### config.mk
export PLATFORM = sky130hd
export DESIGN_NAME = chess_key_conditioner
export DESIGN_NICKNAME = d
export VERILOG_FILES = /design/src/rtl/chess_pkg.sv /design/src/rtl/key_debouncer.sv /design/src/rtl/chess_key_conditioner.sv
export SDC_FILE = /design/constraint.sdc
export NUM_CORES = 1
export LEC_CHECK = 0
export CAP_MARGIN = 20
export CORE_MARGIN = 2
export CORE_UTILIZATION = 45
export CTS_BUF_LIST = sky130_fd_sc_hd__clkbuf_16
export CTS_CLUSTER_DIAMETER = 50
export DETAILED_ROUTE_END_ITERATION = 10
export DONT_BUFFER_PORTS = 1
export GPL_ROUTABILITY_DRIVEN = 1
export GPL_TIMING_DRIVEN = 0
export HOLD_SLACK_MARGIN = 0.08
export MAX_ROUTING_LAYER = met4
export SLEW_MARGIN = 20
export SYNTH_ARGS = -nofsm -noshare
export SYNTH_HDL_FRONTEND = slang
export SYNTH_SLANG_ARGS = --single-unit
### constraint.sdc
create_clock -name OutClock -period 2 [get_ports OutClock]
set_input_delay 0.4 -clock OutClock [delete_from_list [all_inputs] [get_ports OutClock]]
set_output_delay 0.4 -clock OutClock [all_outputs]
set_load 0.03 [all_outputs]
### src/rtl/chess_pkg.sv
// Shared types for the chess board cursor keys: active-low ON/OFF levels, direction and FSM state.
// KEY_AUTOREPEAT_EN adds the REPEAT state used by the auto-repeat build.
package chess_pkg;

    localparam logic ON  = 1'b0;
    localparam logic OFF = 1'b1;

    typedef enum logic [2:0] {
        NONE,
        LEFT,
        RIGHT,
        UP,
        DOWN
    } dirType;

    typedef enum logic [1:0] {
        IDLE,
        PRESS,
`ifdef KEY_AUTOREPEAT_EN
        HOLD,
        REPEAT
`else
        HOLD
`endif
    } stateType;

    // Active-low {Left, Right, Up, Down} pattern with only the given direction ON.
    function automatic logic [3:0] dirToKeys(input dirType dir);
        logic [3:0] keys;
        keys = {4{OFF}};
        case (dir)
            LEFT:    keys[3] = ON;
            RIGHT:   keys[2] = ON;
            UP:      keys[1] = ON;
            DOWN:    keys[0] = ON;
            default: keys = {4{OFF}};
        endcase
        return keys;
    endfunction

endpackage

### src/rtl/key_debouncer.sv
// Two-flop synchronizer followed by a debouncer that accepts a new level only after
// DEBOUNCE_SAMPLES consecutive differing samples; RESET_LEVEL is the released level.
module key_debouncer
    import chess_pkg::*;
#(
    parameter int unsigned DEBOUNCE_SAMPLES = 2,
    parameter logic        RESET_LEVEL      = OFF
) (
    input  logic OutClock,
    input  logic resetApp,
    input  logic raw,
    output logic level
);

    localparam int unsigned CNT_W = $clog2(DEBOUNCE_SAMPLES + 1);

    logic             sync1;
    logic             sync2;
    logic [CNT_W-1:0] diffCnt;

    // Any sample that matches the stable level restarts the run of differing samples.
    always_ff @(posedge OutClock or posedge resetApp) begin
        if (resetApp) begin
            sync1   <= RESET_LEVEL;
            sync2   <= RESET_LEVEL;
            level   <= RESET_LEVEL;
            diffCnt <= '0;
        end else begin
            sync1 <= raw;
            sync2 <= sync1;
            if (sync2 == level) begin
                diffCnt <= '0;
            end else if (diffCnt == CNT_W'(DEBOUNCE_SAMPLES - 1)) begin
                level   <= sync2;
                diffCnt <= '0;
            end else begin
                diffCnt <= diffCnt + CNT_W'(1);
            end
        end
    end

endmodule

### src/rtl/chess_key_conditioner.sv
// Conditions four cursor push-buttons into one-cycle active-low step pulses and debounces the lock switch.
// Define KEY_AUTOREPEAT_EN to build the HOLD/REPEAT auto-repeat behaviour.
module chess_key_conditioner
    import chess_pkg::*;
#(
    parameter int unsigned DEBOUNCE_SAMPLES = 2,
    parameter int unsigned REPEAT_DELAY     = 5,
    parameter int unsigned REPEAT_PERIOD    = 2
) (
    input  logic OutClock,
    input  logic resetApp,
    input  logic KeyLeftRaw,
    input  logic KeyRightRaw,
    input  logic KeyUpRaw,
    input  logic KeyDownRaw,
    input  logic LockSwitchRaw,
    output logic KeyLeft,
    output logic KeyRight,
    output logic KeyUp,
    output logic KeyDown,
    output logic LockSwitch
);

    if (DEBOUNCE_SAMPLES == 0 || REPEAT_DELAY == 0 || REPEAT_PERIOD == 0) begin : gBadParams
        $error("chess_key_conditioner: all timing parameters must be >= 1");
    end

    logic [3:0] keyRaw;
    logic [3:0] keyLevel;
    logic       lockLevel;

    assign keyRaw = {KeyLeftRaw, KeyRightRaw, KeyUpRaw, KeyDownRaw};

    for (genvar i = 0; i < 4; i++) begin : gKey
        key_debouncer #(
            .DEBOUNCE_SAMPLES (DEBOUNCE_SAMPLES),
            .RESET_LEVEL      (OFF)
        ) uKeyDebouncer (
            .OutClock (OutClock),
            .resetApp (resetApp),
            .raw      (keyRaw[i]),
            .level    (keyLevel[i])
        );
    end

    key_debouncer #(
        .DEBOUNCE_SAMPLES (DEBOUNCE_SAMPLES),
        .RESET_LEVEL      (1'b0)
    ) uLockDebouncer (
        .OutClock (OutClock),
        .resetApp (resetApp),
        .raw      (LockSwitchRaw),
        .level    (lockLevel)
    );

    dirType selDir;

    // Fixed priority Left > Right > Up > Down.
    always_comb begin
        selDir = NONE;
        if (keyLevel[3] == ON) begin
            selDir = LEFT;
        end else if (keyLevel[2] == ON) begin
            selDir = RIGHT;
        end else if (keyLevel[1] == ON) begin
            selDir = UP;
        end else if (keyLevel[0] == ON) begin
            selDir = DOWN;
        end
    end

    stateType   state;
    stateType   stateNext;
    dirType     curDir;
    dirType     dirNext;
    dirType     pulseDir;
    logic [3:0] keyOut;
    logic [3:0] keyOutNext;
    logic       lockOut;

`ifdef KEY_AUTOREPEAT_EN
    localparam int unsigned CNT_MAX = (REPEAT_DELAY > REPEAT_PERIOD) ? REPEAT_DELAY : REPEAT_PERIOD;
    localparam int unsigned CNT_W   = $clog2(CNT_MAX + 1);

    logic [CNT_W-1:0] repCnt;
    logic [CNT_W-1:0] repCntNext;
`endif

    always_ff @(posedge OutClock or posedge resetApp) begin
        if (resetApp) begin
            state   <= IDLE;
            curDir  <= NONE;
            keyOut  <= {4{OFF}};
            lockOut <= 1'b0;
`ifdef KEY_AUTOREPEAT_EN
            repCnt  <= '0;
`endif
        end else begin
            state   <= stateNext;
            curDir  <= dirNext;
            keyOut  <= keyOutNext;
            lockOut <= lockLevel;
`ifdef KEY_AUTOREPEAT_EN
            repCnt  <= repCntNext;
`endif
        end
    end

    // A selection change overrides every state; the registered pulse lands in the PRESS cycle.
    always_comb begin
        stateNext = state;
        dirNext   = curDir;
        pulseDir  = NONE;
`ifdef KEY_AUTOREPEAT_EN
        repCntNext = repCnt;
`endif
        if (selDir != curDir) begin
            dirNext   = selDir;
            stateNext = (selDir == NONE) ? IDLE : PRESS;
            pulseDir  = selDir;
`ifdef KEY_AUTOREPEAT_EN
            repCntNext = '0;
`endif
        end else begin
            case (state)
                IDLE: stateNext = IDLE;
`ifdef KEY_AUTOREPEAT_EN
                PRESS: begin
                    if (REPEAT_DELAY == 1) begin
                        stateNext  = REPEAT;
                        pulseDir   = curDir;
                        repCntNext = CNT_W'(REPEAT_PERIOD - 1);
                    end else begin
                        stateNext  = HOLD;
                        repCntNext = CNT_W'(REPEAT_DELAY - 2);
                    end
                end
                HOLD: begin
                    if (repCnt == '0) begin
                        stateNext  = REPEAT;
                        pulseDir   = curDir;
                        repCntNext = CNT_W'(REPEAT_PERIOD - 1);
                    end else begin
                        repCntNext = repCnt - CNT_W'(1);
                    end
                end
                REPEAT: begin
                    if (repCnt == '0) begin
                        pulseDir   = curDir;
                        repCntNext = CNT_W'(REPEAT_PERIOD - 1);
                    end else begin
                        repCntNext = repCnt - CNT_W'(1);
                    end
                end
`else
                PRESS: stateNext = HOLD;
                HOLD:  stateNext = HOLD;
`endif
                default: stateNext = IDLE;
            endcase
        end
        keyOutNext = dirToKeys(pulseDir);
    end

    assign {KeyLeft, KeyRight, KeyUp, KeyDown} = keyOut;
    assign LockSwitch = lockOut;

endmodule

**Word-level counts from Yosys, hierarchy flattened**

Index checks and enable logic that the tools add are counted.

- Register bits: 33
- Input bits: 7
- Output and inout port bits: 5
- Word-level logic and storage cells: 72

- Add/sub/neg operators: 5
- Eq/ne operators: 15
- Mux-type cells: 19
- Bitwise operators: 5
- Reduce and logical (&&, ||, !) cells: 5

Operator list:

| kind | count |
|---|---|
| $mux W2 | 10 |
| $mux W3 | 5 |
| $add A2 B1 Y2 const B | 5 |
| $eq A2 B1 Y1 const B | 5 |
| $reduce_and A2 Y1 | 5 |
| $eq A3 B2 Y1 const B | 2 |
| $eq A1 B1 Y1 | 5 |
| $not A1 Y1 | 5 |
| $mux W1 | 4 |
| $eq A3 B1 Y1 const B | 1 |
| $eq A3 B3 Y1 const B | 1 |
| $ne A3 B3 Y1 | 1 |

**Longest topological paths before layout**

- Depth after elaboration: 8
- Mapped depth: 4
- Mapped depth without buffers: 3

**Modules after synthesis**

Synthesis repeated with hierarchy kept, for this count alone.

- Cell total of the unflattened synthesis: 76
- Area, all modules: 1196.1 um^2

Modules (own cells, without submodules):

| module | times used | cells each | area each (um^2) | sequential area each (um^2) |
|---|---|---|---|---|
| key_debouncer (gKey[0].uKeyDebouncer ...) | 4 | 11 | 181.4 | 128.9 |
| chess_key_conditioner | 1 | 21 | 292.8 | 205.2 |
| key_debouncer (uLockDebouncer) | 1 | 11 | 177.7 | 125.1 |

**Worst setup path after synthesis**

OpenSTA, ideal clock, no wires.

- Path kind: register -> register
- Start point: register gKey[1].uKeyDebouncer.level
- End point: register keyOut[0]
- Setup time: 0.087 ns
- Arrival: 0.973 ns
- Required time: 1.913 ns
- Slack: 0.940 ns
- Stages on the path, launching flop included: 4
- Buffers on the path: 0
- Period minus slack after synthesis: 1.060 ns
- Cell sequence: dfstp_2 -> and4b_1 -> o211ai_2 -> nand3_1

- Cells in the longest elaborated chain, start to end: 7

Ends and longest elaborated chain:

| element | RTL line | RTL |
|---|---|---|
| start, declared | key_debouncer.sv:12 | `output logic level` |
| start signal, assigned | key_debouncer.sv:34 | `level <= sync2;` |
| $mux W3 (*) | chess_key_conditioner.sv:65 | `end else if (keyLevel[1] == ON) begin` |
| $mux W3 (*) | chess_key_conditioner.sv:63 | `end else if (keyLevel[2] == ON) begin` |
| $mux W3 (*) | chess_key_conditioner.sv:61 | `if (keyLevel[3] == ON) begin` |
| $ne A3 B3 Y1 | chess_key_conditioner.sv:117 | `if (selDir != curDir) begin` |
| $mux W3 (*) | chess_key_conditioner.sv:117 |  |
| $eq A3 B3 Y1 (*) | chess_pkg.sv:31 | `case (dir)` |
| $mux W1 (*) | chess_pkg.sv:31 |  |
| via keyOutNext[0] | chess_key_conditioner.sv:78 | `logic [3:0] keyOutNext;` |
| end signal, assigned | chess_key_conditioner.sv:93 | `keyOut <= {4{OFF}};` |
| end signal, assigned | chess_key_conditioner.sv:101 | `keyOut <= keyOutNext;` |
| end, declared | chess_key_conditioner.sv:77 | `logic [3:0] keyOut;` |

The timed path passes the listed nets; every way through them passes the cells marked *.
A chain may end at the register's enable or synchronous reset.

**Final worst setup path**

- Start point: register keyOut[2]
- End point: output port KeyRight

RTL lines:

| element | RTL line | RTL |
|---|---|---|
| end, declared | chess_key_conditioner.sv:18 | `output logic KeyRight,` |

No word-level cell between the ends.

==> results.toml <==
[timing]
tightest_slew_ps = 639
fin_crit_sh = 0.642
period_needed_ps = 1280
rsz0062_at_grt = "false"
maxSlewViolCount = 0
relSlewSlack = 0.573
setup_viol = 0
finalHoldViolCount = 0
clock_skew_ps = 6.60
fin_tns_setup_ps = 0
max_freq_ghz = 0.779

[yosys]
synth_cell_type_count = 26
synthAdderAreaFrac = 0
synth_ff_type = "dfrtp_1"
netlist_area_um2 = 1170
ys_seq_elements = 33
synth-xor-area-share = 0.0375
synth_top_family_by_area = "simple AND/OR/NAND/NOR gates"
ys_warn_count = 0
synth-simple-area-share = 0.109
syn-num-nets = 86
yosysSeqAreaShare = 0.725
synth.avg_cell_area_um2 = 14.8
yosys-mux-area-fraction = 0.0386
synth_edf_count = 0
synth_compound_area_frac = 0.0643
netlist_instances = 79
async_flop_share = 1.00

[finish]
final_common_cell = "dfrtp_1"
nNetsFinal = 93
drive_gt1_frac = 0.337
final_cell_mix = "dfrtp_1 (17), dfstp_2 (16), inv_1 (6)"
syn2layout_area_growth_pct = 14.6
num_antenna_cells = 0
final_area_um2 = 1340

[drt]
vias_per_cell = 5.13
drt-pass1-iter-count = 3
antenna_left = 0
wl_per_cell_um = 13.7
drt-initial-drc-count = 11
drc = 0
wl_um = 1590
via_count = 595

[setup_path]
worstPathArrival_ps = 880
cp_max_fo = 1
cp-start-kind = "flop"
required_ps = 1600
cp-end-kind = "output port"
path_class = "reg2out"

[clocking]
cts_tree = "done"
numCtsBuffers = 5
clk_latency_ps = 270
htreeDepth = 2
cts_setup_buffers = 0
clk_pin_slew_worst_paths_ps = 50
cts_buffer_depth = 2
cts-hold-fix-buffers = 0
cts_root_buf = "clkbuf_16"
cts_sinks = 33
cts_resized = 0

[floorplanning]
dieHeight_um = 54.9
dieArea_um2 = 3020
rows = 18
core_area_um2 = 2480
start_util = 0.471
pin_count = 12
fp.dieW_um = 54.9

[job]
drv_cap = 0

[place]
port-buffer-count = 0
gp_congestion = 0.645
hpwlAfterDp_um = 989
dpl_cell_area_um2 = 1200

[global_routing]
grt_pass1_wl_um = 2740
grt_start_max_net_pins = 34
first_global_vias = 609
antenna_found_initial = 0
overflow = 0
grt_usage = 0.148

[pwr]
powerDensity_nw_per_um2 = 1620
p_leak_uw = 0.000577
peakVddDrop_mv = 1.09

[outcome]
outcome = "complete, no violations"

[worst_hold_path]
worst_hold_path_type = "in2async"
==> Yosys cell counts, drive strengths merged (2+ instances only) <==
library cell	number	area [um2]
a31o	2	17.5
and2	4	25.0
dfrtp	17	425
dfstp	16	420
inv	6	22.5
mux2	4	45.0
nor2	6	25.0
nor2b	5	31.3
xnor2	5	43.8
==> final cells by class <==
type / instances / area, um2
clock inverter: 2 / 7.51
clock buffer: 5 / 125
inverter: 6 / 22.5
buffer: 1 / 7.51
fill: 215 / 1140
tap: 30 / 37.5
sequential: 33 / 846
multi-input combinational: 39 / 292
==> metrics by stage <==
stage | instances | hold WS [ps] | setup slack [ps] | power (uW) | utilization
CTS | 116 | 114 | 706 | 2190 | 0.540
global route | 116 | 108 | 685 | 2300 | 0.540
global placement | 109 | 334 | 616 | 1460 | 0.486
detailed placement | 109 | 337 | 861 | 1490 | 0.486
finish | 116 | 95.8 | 716 | 2170 | 0.540
floorplan | 79 | 331 | 907 | 1400 | -
==> layer usage <==
metal | vias up | GRT usage | wire length [um]
li1 | 275 | - | -
met1 | 300 | 0.168 | 691
met5 | - | - | 0
met2 | 15 | 0.200 | 755
met4 | 0 | 0.0854 | 45
met3 | 5 | 0.0887 | 95
==> path summary, 6_finish.rpt <==
check | startpoint | endpoint | slack [ps] | depth (start not counted)
max | keyOut[2] | KeyRight | 720 | 0
min | resetApp | gKey[1].uKeyDebouncer.diffCnt[1] | 100 | 1
max reg2reg | gKey[3].uKeyDebouncer.level | keyOut[0] | 860 | 4
min reg2reg | uLockDebouncer.sync1 | uLockDebouncer.sync2 | 350 | 0
max in group asynchronous | resetApp | uLockDebouncer.diffCnt[1] | 1490 | 1
min in group OutClock | KeyLeftRaw | gKey[3].uKeyDebouncer.sync1 | 120 | 0
==> sequential cells by signal (all words and copies together), names as in the netlist, 2 cells and up <==
signal                      flops
keyOut                          4
gKey.uKeyDebouncer.sync2        4
curDir                          3
gKey.uKeyDebouncer.diffCnt      8
gKey.uKeyDebouncer.sync1        4
uLockDebouncer.diffCnt          2
gKey.uKeyDebouncer.level        4
==> where the power goes <==
part / switching, uW / total (uW) / internal [uW]
Clock: 243 / 686 / 443
Combinational: 172 / 360 / 187
Sequential: 218 / 1120 / 903
==> logic make-up (layout without fill, tap and decap cells) <==
logic type             after synthesis  after routing
flip-flops                          33             33
XOR/XNOR                             5              5
AO/OA/AOI/OAI                        9              9
multiplexers                         4              4
AND/OR/NAND/NOR                     21             21
buffers and inverters                7             14
No activity file was read; power rests on OpenSTA's default activity.
